<file path="config.mk">
export PLATFORM = sky130hd
export DESIGN_NAME = axil_wr_arb_flat
export DESIGN_NICKNAME = d
export VERILOG_FILES = /design/src/rtl/axil_wr_arb_if.sv /design/src/rtl/axil_wr_arb.sv /design/src/flat_wrapper.sv
export SDC_FILE = /design/constraint.sdc
export NUM_CORES = 1
export LEC_CHECK = 0
export BUFFER_PORTS_ARGS = -buffer_cell sky130_fd_sc_hd__buf_2
export CAP_MARGIN = 20
export CORE_ASPECT_RATIO = 0.7
export CORE_MARGIN = 3
export CORE_UTILIZATION = 44
export CTS_BUF_LIST = sky130_fd_sc_hd__clkbuf_8
export DETAILED_ROUTE_END_ITERATION = 12
export PLACE_DENSITY = 0.78
export SETUP_SLACK_MARGIN = 0.3
export SLEW_MARGIN = 5
export SYNTH_ARGS = -nofsm -noshare
export SYNTH_HDL_FRONTEND = slang
export SYNTH_SLANG_ARGS = --single-unit
</file>
<file path="constraint.sdc">
create_clock -name i_clk -period 2 [get_ports i_clk]
set_input_delay 0.2 -clock i_clk [delete_from_list [all_inputs] [get_ports i_clk]]
set_output_delay 0.2 -clock i_clk [all_outputs]
set_load 0.03 [all_outputs]
</file>
<file path="src/rtl/axil_wr_arb_if.sv">
// AXI-Lite write-only channel bundle (AW, W, B) between the arbiter and a slave.
interface axil_wr_arb_if #(
  parameter int ADDR_W = 32,
  parameter int DATA_W = 32
);
  logic                  awvalid;
  logic                  awready;
  logic [ADDR_W-1:0]     awaddr;
  logic                  wvalid;
  logic                  wready;
  logic [DATA_W-1:0]     wdata;
  logic [DATA_W/8-1:0]   wstrb;
  logic                  bvalid;
  logic                  bready;
  logic [1:0]            bresp;

  modport master (
    output awvalid, awaddr, wvalid, wdata, wstrb, bready,
    input  awready, wready, bvalid, bresp
  );

  modport slave (
    input  awvalid, awaddr, wvalid, wdata, wstrb, bready,
    output awready, wready, bvalid, bresp
  );
endinterface

</file>
<file path="src/rtl/axil_wr_arb.sv">
// Two-requester round-robin arbiter issuing single AXI-Lite writes.
// All outputs come straight from flops; one transaction in flight at a time.
module axil_wr_arb #(
  parameter int ADDR_W = 32,
  parameter int DATA_W = 32
) (
  input  logic                  i_clk,
  input  logic                  i_resetn,
  input  logic [1:0]            i_req,
  input  logic [ADDR_W-1:0]     i_addr0,
  input  logic [ADDR_W-1:0]     i_addr1,
  input  logic [DATA_W-1:0]     i_din0,
  input  logic [DATA_W-1:0]     i_din1,
  input  logic [DATA_W/8-1:0]   i_strb0,
  input  logic [DATA_W/8-1:0]   i_strb1,
  output logic [1:0]            o_ack,
  output logic [1:0]            o_done,
  output logic [1:0]            o_resp,
  output logic                  o_busy,
  axil_wr_arb_if.master         m_axi
);

  localparam logic [1:0] ST_IDLE  = 2'b00;
  localparam logic [1:0] ST_WRITE = 2'b01;
  localparam logic [1:0] ST_RESP  = 2'b10;

  logic [1:0]            state_r;
  logic                  awvalid_r;
  logic                  wvalid_r;
  logic                  bready_r;
  logic [ADDR_W-1:0]     awaddr_r;
  logic [DATA_W-1:0]     wdata_r;
  logic [DATA_W/8-1:0]   wstrb_r;
  logic [1:0]            ack_r;
  logic [1:0]            done_r;
  logic [1:0]            resp_r;
  logic                  busy_r;
  logic                  gnt_r;
  logic                  last_g_r;

  logic                  gnt_valid_s;
  logic                  gnt_id_s;
  logic [ADDR_W-1:0]     sel_addr_s;
  logic [DATA_W-1:0]     sel_din_s;
  logic [DATA_W/8-1:0]   sel_strb_s;
  logic                  aw_hs_s;
  logic                  w_hs_s;
  logic                  aw_fin_s;
  logic                  w_fin_s;

  // Arbitration: a lone request always wins; a tie goes to whoever was not served last.
  always_comb begin
    gnt_valid_s = 1'b0;
    gnt_id_s    = 1'b0;
    case (i_req)
      2'b01: begin
        gnt_valid_s = 1'b1;
        gnt_id_s    = 1'b0;
      end
      2'b10: begin
        gnt_valid_s = 1'b1;
        gnt_id_s    = 1'b1;
      end
      2'b11: begin
        gnt_valid_s = 1'b1;
        gnt_id_s    = ~last_g_r;
      end
      default: begin
        gnt_valid_s = 1'b0;
        gnt_id_s    = 1'b0;
      end
    endcase
  end

  // Payload mux for the requester being granted.
  always_comb begin
    sel_addr_s = i_addr0;
    sel_din_s  = i_din0;
    sel_strb_s = i_strb0;
    if (gnt_id_s) begin
      sel_addr_s = i_addr1;
      sel_din_s  = i_din1;
      sel_strb_s = i_strb1;
    end else begin
      sel_addr_s = i_addr0;
      sel_din_s  = i_din0;
      sel_strb_s = i_strb0;
    end
  end

  // A channel is finished once its valid has already dropped or handshakes now.
  assign aw_hs_s  = awvalid_r & m_axi.awready;
  assign w_hs_s   = wvalid_r & m_axi.wready;
  assign aw_fin_s = ~awvalid_r | aw_hs_s;
  assign w_fin_s  = ~wvalid_r | w_hs_s;

  // Transaction FSM and all registered outputs.
  always_ff @(posedge i_clk) begin
    if (!i_resetn) begin
      state_r   <= ST_IDLE;
      awvalid_r <= 1'b0;
      wvalid_r  <= 1'b0;
      bready_r  <= 1'b0;
      awaddr_r  <= {ADDR_W{1'b0}};
      wdata_r   <= {DATA_W{1'b0}};
      wstrb_r   <= {(DATA_W/8){1'b0}};
      ack_r     <= 2'b00;
      done_r    <= 2'b00;
      resp_r    <= 2'b00;
      busy_r    <= 1'b0;
      gnt_r     <= 1'b0;
      last_g_r  <= 1'b1;
    end else begin
      ack_r  <= 2'b00;
      done_r <= 2'b00;
      case (state_r)
        ST_IDLE: begin
          if (gnt_valid_s) begin
            awaddr_r  <= sel_addr_s;
            wdata_r   <= sel_din_s;
            wstrb_r   <= sel_strb_s;
            awvalid_r <= 1'b1;
            wvalid_r  <= 1'b1;
            ack_r     <= gnt_id_s ? 2'b10 : 2'b01;
            gnt_r     <= gnt_id_s;
            busy_r    <= 1'b1;
            state_r   <= ST_WRITE;
          end
        end
        ST_WRITE: begin
          if (aw_hs_s) begin
            awvalid_r <= 1'b0;
          end
          if (w_hs_s) begin
            wvalid_r <= 1'b0;
          end
          if (aw_fin_s && w_fin_s) begin
            bready_r <= 1'b1;
            state_r  <= ST_RESP;
          end
        end
        ST_RESP: begin
          if (m_axi.bvalid && bready_r) begin
            bready_r <= 1'b0;
            resp_r   <= m_axi.bresp;
            done_r   <= gnt_r ? 2'b10 : 2'b01;
            last_g_r <= gnt_r;
            busy_r   <= 1'b0;
            state_r  <= ST_IDLE;
          end
        end
        default: begin
          state_r   <= ST_IDLE;
          awvalid_r <= 1'b0;
          wvalid_r  <= 1'b0;
          bready_r  <= 1'b0;
          busy_r    <= 1'b0;
        end
      endcase
    end
  end

  assign m_axi.awvalid = awvalid_r;
  assign m_axi.awaddr  = awaddr_r;
  assign m_axi.wvalid  = wvalid_r;
  assign m_axi.wdata   = wdata_r;
  assign m_axi.wstrb   = wstrb_r;
  assign m_axi.bready  = bready_r;
  assign o_ack         = ack_r;
  assign o_done        = done_r;
  assign o_resp        = resp_r;
  assign o_busy        = busy_r;

endmodule

</file>
<file path="src/flat_wrapper.sv">
// flat-port wrapper written by rule: the top's interface ports become plain ports
module axil_wr_arb_flat 
#(
  parameter int ADDR_W = 32,
  parameter int DATA_W = 32
)
  (i_clk, i_resetn, i_req, i_addr0, i_addr1, i_din0, i_din1, i_strb0, i_strb1, o_ack, o_done, o_resp, o_busy, m_axi_awvalid, m_axi_awaddr, m_axi_wvalid, m_axi_wdata, m_axi_wstrb, m_axi_bready, m_axi_awready, m_axi_wready, m_axi_bvalid, m_axi_bresp);
  axil_wr_arb_if #(.ADDR_W(ADDR_W), .DATA_W(DATA_W)) m_axi_i ();
  input  logic i_clk;
  input  logic i_resetn;
  input  logic [1:0] i_req;
  input  logic [ADDR_W-1:0] i_addr0;
  input  logic [ADDR_W-1:0] i_addr1;
  input  logic [DATA_W-1:0] i_din0;
  input  logic [DATA_W-1:0] i_din1;
  input  logic [DATA_W/8-1:0] i_strb0;
  input  logic [DATA_W/8-1:0] i_strb1;
  output logic [1:0] o_ack;
  output logic [1:0] o_done;
  output logic [1:0] o_resp;
  output logic o_busy;
  output wire logic [$bits(m_axi_i.awvalid)-1:0] m_axi_awvalid;
  output wire logic [$bits(m_axi_i.awaddr)-1:0] m_axi_awaddr;
  output wire logic [$bits(m_axi_i.wvalid)-1:0] m_axi_wvalid;
  output wire logic [$bits(m_axi_i.wdata)-1:0] m_axi_wdata;
  output wire logic [$bits(m_axi_i.wstrb)-1:0] m_axi_wstrb;
  output wire logic [$bits(m_axi_i.bready)-1:0] m_axi_bready;
  input wire logic [$bits(m_axi_i.awready)-1:0] m_axi_awready;
  input wire logic [$bits(m_axi_i.wready)-1:0] m_axi_wready;
  input wire logic [$bits(m_axi_i.bvalid)-1:0] m_axi_bvalid;
  input wire logic [$bits(m_axi_i.bresp)-1:0] m_axi_bresp;
  assign m_axi_awvalid = m_axi_i.awvalid;
  assign m_axi_awaddr = m_axi_i.awaddr;
  assign m_axi_wvalid = m_axi_i.wvalid;
  assign m_axi_wdata = m_axi_i.wdata;
  assign m_axi_wstrb = m_axi_i.wstrb;
  assign m_axi_bready = m_axi_i.bready;
  assign m_axi_i.awready = m_axi_awready;
  assign m_axi_i.wready = m_axi_wready;
  assign m_axi_i.bvalid = m_axi_bvalid;
  assign m_axi_i.bresp = m_axi_bresp;
  axil_wr_arb #(.ADDR_W(ADDR_W), .DATA_W(DATA_W)) u_core (.i_clk(i_clk), .i_resetn(i_resetn), .i_req(i_req), .i_addr0(i_addr0), .i_addr1(i_addr1), .i_din0(i_din0), .i_din1(i_din1), .i_strb0(i_strb0), .i_strb1(i_strb1), .o_ack(o_ack), .o_done(o_done), .o_resp(o_resp), .o_busy(o_busy), .m_axi(m_axi_i));
endmodule
</file>
==> flow_metrics.env, run 1 <==
export IMPL_cp_required_ps=2280
export IMPL_dp_hpwl_um=7510
export IMPL_hold_viol_final=0
export IMPL_maxSlewHeadroom_pct=65.4
export IMPL_yosysUniqueCellTypes=32
export IMPL_synthArstFlopShare_pct=0
export IMPL_postSynthCellCount=335
export IMPL_post_drt_wl_per_cell_um=15.2
export IMPL_synth_area_leader_cell="dfxtp_1"
export IMPL_startpoint="u_core.state_r[1]$_SDFFE_PN0P_"
export IMPL_status="completed"
export IMPL_cts_clk_slew_worst_paths_ps=80
export IMPL_drc_errors=0
export IMPL_syn_cell_area_um2=3530
export IMPL_cts_buffers=9
export IMPL_finalCritPeriodShare_pct=82.6
export IMPL_r2r_start="u_core.state_r[1]$_SDFFE_PN0P_"
export IMPL_finish_instance_area_um2=4860
export IMPL_routed_wl_um=9870
export IMPL_antenna_cells=0
export IMPL_synthTopCellsByArea="dfxtp_1 47%, a221o_1 13%, o2bb2ai_2 8.5%, mux2i_1 7.4%, nor3_1 6.4%"
export IMPL_crit_path_end_kind="flip-flop"
export IMPL_ys_ff_latch=82
export IMPL_worstHoldPathType="primary input to flip-flop"
export IMPL_finalSetupViolCount=0
export IMPL_ys_warn_count=0
export IMPL_synth_edf_count=0
export IMPL_grt_usage_pct=20.1
export IMPL_switching_power_uw=1520
export IMPL_antenna_found_initial=0
export IMPL_reg2reg_slack_ps=350
export IMPL_syn_nets=480
export IMPL_setup_tns_ps=0
export IMPL_port_buffers=222
export IMPL_syn_avg_cell_area_um2=10.5
export IMPL_fillers=611
export IMPL_power_density_nw_per_um2=930
export IMPL_clock_path_buffers=2
export IMPL_cp_max_fo=23
export IMPL_r2r_end="u_core.m_axi.awaddr[22]$_SDFFE_PN0P_"
export IMPL_yosysMostFrequentCell="dfxtp_1"
export IMPL_worstSetupEndpoint="u_core.m_axi.awaddr[22]$_SDFFE_PN0P_"
export IMPL_utilization_pct=64.5
export IMPL_swShare_pct=33.6
export IMPL_die_y_um=80.9
export IMPL_grt_start_max_net_pins=49
export IMPL_vias_per_cell=5.12
export IMPL_drv_slew=0
export IMPL_clockRootBuffer="clkbuf_8"
export IMPL_drive_above_1_share_pct=49.1
export IMPL_drtIter0Drc=115
export IMPL_post_cts_buffers=0
export IMPL_ys_top_cells_by_count="82 x dfxtp_1, 49 x inv_1, 45 x a221o_1, 45 x nor3_1, 26 x mux2i_1"
export IMPL_start_util_pct=46.8
export IMPL_worstSetupPathType="flip-flop to flip-flop"
export IMPL_num_vias=3331
export IMPL_min_from="i_addr0[17]"
export IMPL_cts_sinks=82
export IMPL_pwr_share_seq_pct=43.5
export IMPL_period_needed_ps=1650
export IMPL_firstDrtPassIters=4
export IMPL_area_growth_syn_to_layout_pct=37.9
export IMPL_synth_seq_area_share_pct=46.5
export IMPL_arrival_ps=1930
export IMPL_grt_pass1_vias=3077
export IMPL_timing_max_cap_violations=0
export IMPL_vdd_drop_max_mv=0.464
export IMPL_clockPowerShare_pct=27.9
export IMPL_leakage_uw=0.00262
export IMPL_die_w_um=113
export IMPL_cts_tree="done"
export IMPL_grt_pass1_wl_um=14800
export IMPL_fin_skew_ps=7.73
export IMPL_rsz0062_at_grt="true"
export IMPL_core_area_um2=7550
export IMPL_rows=26
export IMPL_ant_nets=0
export IMPL_overflow=0
export IMPL_pwr_share_comb_pct=28.6
export IMPL_fmax_mhz=606
export IMPL_htreeDepth=3
export IMPL_cp_start_kind="flip-flop"
export IMPL_fin_nets=693
export IMPL_synth_top_cell_area_share_pct=46.5
export IMPL_ys_flop_type="dfxtp_1"
export IMPL_dpl_cell_area_um2=4630
export IMPL_tightest_slew_ps=519
export IMPL_ff2ff_path_depth=5
export IMPL_io_pins=223
export IMPL_die_area_um2=9150
export IMPL_p_int_uw=3000
export IMPL_insertion_delay_ps=340
export IMPL_gp_routability_congestion=0.777
kinds of logic (layout without fill, tap and decap cells):
logic type / Yosys count / after routing / share of synthesized area (%)
simple gates: 63 / 63 / 9.50
flops: 82 / 82 / 46.5
compound gates: 84 / 84 / 25.2
buf+inv: 80 / 297 / 11.4
mux: 26 / 26 / 7.38
final cells by class:
cell class	count	area [µm²]	area share, %
Clock inverter	6	83.8	1.72
Clock buffer	9	124	2.55
Sequential cell	82	1640	33.7
Inverter	49	184	3.78
Multi-Input combinational cell	173	1500	30.8
Tap cell	98	123	2.52
Timing Repair Buffer	233	1210	24.8
how the worst min path moves through the flow:
stage,end,depth (start not counted),slack [ps]
finish,u_core.m_axi.awaddr[17]$_SDFFE_PN0P_,2,80
global route,u_core.m_axi.awaddr[20]$_SDFFE_PN0P_,2,70
CTS,u_core.m_axi.awaddr[17]$_SDFFE_PN0P_,2,70
detailed placement,u_core.m_axi.awaddr[23]$_SDFFE_PN0P_,2,430
global placement,u_core.m_axi.awaddr[23]$_SDFFE_PN0P_,2,420
floorplan,u_core.m_axi.awaddr[0]$_SDFFE_PN0P_,1,340
cells in the final DEF (no fill, tap or decap), drive strengths merged:
| cell | count |
|---|---|
| o221ai | 1 |
| nor3b | 2 |
| or3 | 1 |
| dfxtp | 82 |
| a21o | 1 |
| or2 | 1 |
| nor2b | 4 |
| mux2i | 26 |
| clkbuf | 9 |
| a21boi | 5 |
| nor3 | 45 |
| nor2 | 3 |
| and3 | 1 |
| o2bb2ai | 23 |
| a31o | 1 |
| o31a | 1 |
| a221o | 45 |
| clkinv | 1 |
| clkinvlp | 2 |
| o22ai | 1 |
| a21bo | 1 |
| a21oi | 1 |
| o21ai | 4 |
| nand2 | 4 |
| nand4b | 1 |
| inv | 50 |
| or3b | 1 |
| buf | 233 |
| bufinv | 2 |
metrics by stage:
stage	total power (µW)	hold WS (ps)	worst slack [ps]	instances
floorplan	2880	338	517	335
CTS	4560	65.0	307	650
detailed placement	3290	429	54.3	635
global route	4730	65.8	268	650
global placement	3260	423	129	635
finish	4520	81.3	349	650
metal layers:
metal | track usage, % | vias up | routed length, µm
met4 | 5.28 | 0 | 96
met5 | 0 | - | 0
met3 | 6.85 | 11 | 831
li1 | - | 1640 | -
met2 | 33.9 | 142 | 4840
met1 | 24.8 | 1538 | 4100
power by group through the flow:
| stage | combinational [µW] | sequential, µW | clock (µW) |
|---|---|---|---|
| finish | 1290 | 1970 | 1260 |
| global route | 1380 | 1990 | 1360 |
| CTS | 1300 | 1970 | 1290 |
| detailed placement | 1290 | 2000 | 0 |
| global placement | 1270 | 1990 | 0 |
| floorplan | 510 | 2370 | 0 |
state kept, by name, summed over array words and instances (netlist names):
signal / count
u_core.o_ack: 2
u_core.o_done: 2
u_core.last_g_r: 1
u_core.gnt_r: 1
u_core.m_axi.awaddr: 32
u_core.o_resp: 2
u_core.m_axi.wvalid: 1
u_core.m_axi.wstrb: 4
u_core.m_axi.awvalid: 1
u_core.m_axi.bready: 1
u_core.m_axi.wdata: 32
u_core.state_r: 2
u_core.o_busy: 1
repair_timing:
item                                    4_1_cts  5_1_grt
hold buffers                                  0        0
cloned                                        0        0
gates resized for setup                       1        4
endpoints found under the setup margin       23       48
worst max-delay path, cell delays in order, from the launching register on:
cell and delay [ps]:
dfxtp_1 330, buf_4 160, or3b_4 430, nor3b_4 250, buf_6 250, a221o_1 180
Power figures use the tool's default switching activity.
==> run 2, diff against run 1 <==
ABC_AREA = 1   (was unset)
CORE_UTILIZATION = 40   (was 44)
PLACE_DENSITY = 0.75   (was 0.78)
clock period = 1.4 ns   (was 2 ns; I/O delays follow)
==> run 2 against run 1 <==
Effect of this change:
- sequential cell count unchanged
- register-to-register slack got worse by 310 ps
- sequential share of layout area fell by 6.5 points
- global-route usage up 5.3 points
- final cell count increased by 37%
- worst setup slack worse by 310 ps
- critical path depth up 4
- via count is 33% higher
- largest power group unchanged
- routed wire length up 41%
==> flow_metrics.env, run 2 <==
export IMPL_reg2reg_slack_ps=40
export IMPL_ys_flop_type="dfxtp_1"
export IMPL_post_drt_wl_per_cell_um=15.7
export IMPL_status="completed"
export IMPL_grt_start_max_net_pins=32
export IMPL_cts_clk_slew_worst_paths_ps=80
export IMPL_holdPathStages=3
export IMPL_syn_cell_area_um2=3470
export IMPL_met3_usage_pct=7.59
export IMPL_holdPathEnd="u_core.m_axi.awaddr[1]$_SDFFE_PN0P_"
export IMPL_timing_max_cap_violations=0
export IMPL_finalCritPeriodShare_pct=97.2
export IMPL_synthArstFlopShare_pct=0
export IMPL_ff2ff_path_depth=9
export IMPL_cts_tree="done"
export IMPL_clockRootBuffer="clkbuf_8"
export IMPL_fmax_mhz=735
export IMPL_drv_slew=0
export IMPL_syn_nets=639
export IMPL_cp_max_fo=5
export IMPL_vias_per_cell=4.98
export IMPL_cp_common_cell="nor2_4"
export IMPL_maxSlewHeadroom_pct=78.5
export IMPL_area_growth_syn_to_layout_pct=74.3
export IMPL_grt_pass1_vias=4262
export IMPL_final_common_cell="buf_2"
export IMPL_insertion_delay_ps=340
export IMPL_finish_instance_area_um2=6050
export IMPL_worstHoldPathType="primary input to flip-flop"
export IMPL_fin_skew_ps=8.11
export IMPL_synth_edf_count=0
export IMPL_leakage_uw=0.00327
export IMPL_syn_avg_cell_area_um2=7.03
export IMPL_drc_errors=0
export IMPL_use_met2_pct=45.0
export IMPL_firstDrtPassIters=5
export IMPL_cpPeakStageDelay_ps=380
export IMPL_core_area_um2=8140
export IMPL_total_power_uw=7380
export IMPL_drtIter0Drc=333
export IMPL_synth_top_cell_area_share_pct=47.3
export IMPL_rsz0062_at_grt="true"
export IMPL_postSynthCellCount=494
export IMPL_ys_ff_latch=82
export IMPL_crit_path_end_kind="flip-flop"
export IMPL_dp_hpwl_um=8640
export IMPL_cpLargestDelayFamily="buffers and inverters"
export IMPL_synth_seq_area_share_pct=47.3
export IMPL_tightest_slew_ps=321
export IMPL_ys_warn_count=0
export IMPL_antenna_found_initial=0
export IMPL_start_util_pct=42.6
export IMPL_r2r_start="u_core.state_r[1]$_SDFFE_PN0P_"
export IMPL_path_cells="inv_2 -> nand2_2 -> nor2_4 -> buf_6 -> nor2_4 -> buf_8 -> buf_16 -> nand2_1 -> nand3_1"
export IMPL_gp_routability_congestion=0.805
export IMPL_grt_util_met1_pct=29.0
export IMPL_path_buf_inv=4
export IMPL_fin_nets=912
export IMPL_routed_wl_um=13900
export IMPL_final_cell_mix="220 x buf_2, 162 x nand2_1, 78 x dfxtp_1"
export IMPL_num_vias=4424
export IMPL_period_needed_ps=1360
export IMPL_cp_start_kind="flip-flop"
export IMPL_min_from="i_addr1[1]"
export IMPL_overflow=0
export IMPL_r2r_end="u_core.m_axi.awaddr[26]$_SDFFE_PN0P_"
export IMPL_dpl_cell_area_um2=4760
export IMPL_power_density_nw_per_um2=1220
export IMPL_ys_top_cells_by_count="199 x nand2_1, 82 x dfxtp_1, 79 x nand3_1"
export IMPL_synth_area_leader_cell="dfxtp_1"
export IMPL_io_pins=223
export IMPL_cts_sinks=82
export IMPL_port_buffers=222
export IMPL_die_area_um2=9850
export IMPL_rows=27
export IMPL_worstSetupPathType="flip-flop to flip-flop"
export IMPL_top_usage_layer="met2"
export IMPL_arrival_ps=1640
export IMPL_yosysUniqueCellTypes=17
export IMPL_drive_above_1_share_pct=47.9
export IMPL_synthTopCellsByArea="dfxtp_1 47%, nand2_1 22%, nand3_1 11%, or2_2 4.1%, nor2_1 3.6%"
export IMPL_vdd_drop_max_mv=0.640
export IMPL_yosysMostFrequentCell="nand2_1"
export IMPL_die_w_um=117
export IMPL_cp_required_ps=1680
export IMPL_clock_path_buffers=2
export IMPL_grt_usage_pct=25.3
export IMPL_hold_viol_final=0
export IMPL_htreeDepth=3
export IMPL_slowest_stage="dfxtp_2"
export IMPL_finalSetupViolCount=0
export IMPL_grt_pass1_wl_um=20400
export IMPL_cts_buffers=9
export IMPL_die_y_um=83.9
export IMPL_ant_nets=0
export IMPL_setup_tns_ps=0
==> run 2: cell families after synthesis <==
family | Yosys count | share of synthesized area, %
AO/OA/AOI/OAI | 34 | 4.90
AND/OR/NAND/NOR | 341 | 42.8
flip-flops | 82 | 47.3
buffers and inverters | 37 | 5.05
==> run 2: worst max path at each step <==
stage	startpoint	endpoint	depth (start not counted)
global route	u_core.state_r[1]$_SDFFE_PN0P_	u_core.m_axi.awaddr[17]$_SDFFE_PN0P_	9
detailed placement	u_core.state_r[1]$_SDFFE_PN0P_	u_core.m_axi.awaddr[16]$_SDFFE_PN0P_	7
CTS	u_core.state_r[1]$_SDFFE_PN0P_	u_core.m_axi.awaddr[2]$_SDFFE_PN0P_	9
finish	u_core.state_r[1]$_SDFFE_PN0P_	u_core.m_axi.awaddr[26]$_SDFFE_PN0P_	9
floorplan	u_core.state_r[0]$_SDFFE_PN0P_	u_core.m_axi.awaddr[12]$_SDFFE_PN0P_	8
global placement	u_core.state_r[0]$_SDFFE_PN0P_	u_core.m_axi.awaddr[22]$_SDFFE_PN0P_	7
==> run 2: repair_timing <==
action,in CTS,in global routing
hold buffers,28,1
endpoints found under the hold margin,28,1
pin swaps,7,21
cloned,7,5
setup buffers,14,0
resized for setup,26,79
setup endpoints to repair,73,84
==> run 2: through the flow <==
step	cells	setup WS (ps)	utilization [%]	hold slack, ps
after floorplan	494	229	-	250
after global placement	817	24.9	58.4	335
after detailed placement	817	-63.6	58.4	345
after CTS	882	122	69.2	0.286
after global routing	888	-24.0	74.3	17.3
final	889	38.9	74.3	17.3
==> run 2: per-layer routing <==
metal	wire (µm)	part of all wire, %
met5	0	0
met4	395	2.8
met3	1350	9.7
met2	6890	50
met1	5280	38
==> run 2: layout make-up <==
| class | count | area [µm²] |
|---|---|---|
| inverters | 10 | 42.5 |
| multi-input cells | 377 | 1970 |
| clock buffers | 10 | 138 |
| diodes | 1 | 2.50 |
| clock inverters | 6 | 82.6 |
| repair buffers | 287 | 2020 |
| flip-flops and latches | 82 | 1650 |
| well taps | 116 | 145 |
| fillers | 580 | 2090 |
==> run 2: worst reg2reg max path, stage by stage, from the launching register on <==
cell     delay, ps
dfxtp_2        380
inv_2           60
nand2_2         70
nor2_4          40
buf_6          120
nor2_4         160
buf_8          170
buf_16         140
nand2_1         70
nand3_1         90
==> run 2: power breakdown <==
part | leakage [µW] | internal, µW | switching (µW)
sequential | 0.000676 | 2650 | 228
clock | 0.000111 | 1040 | 852
combinational | 0.00249 | 1050 | 1560
total | 0.00327 | 4740 | 2640
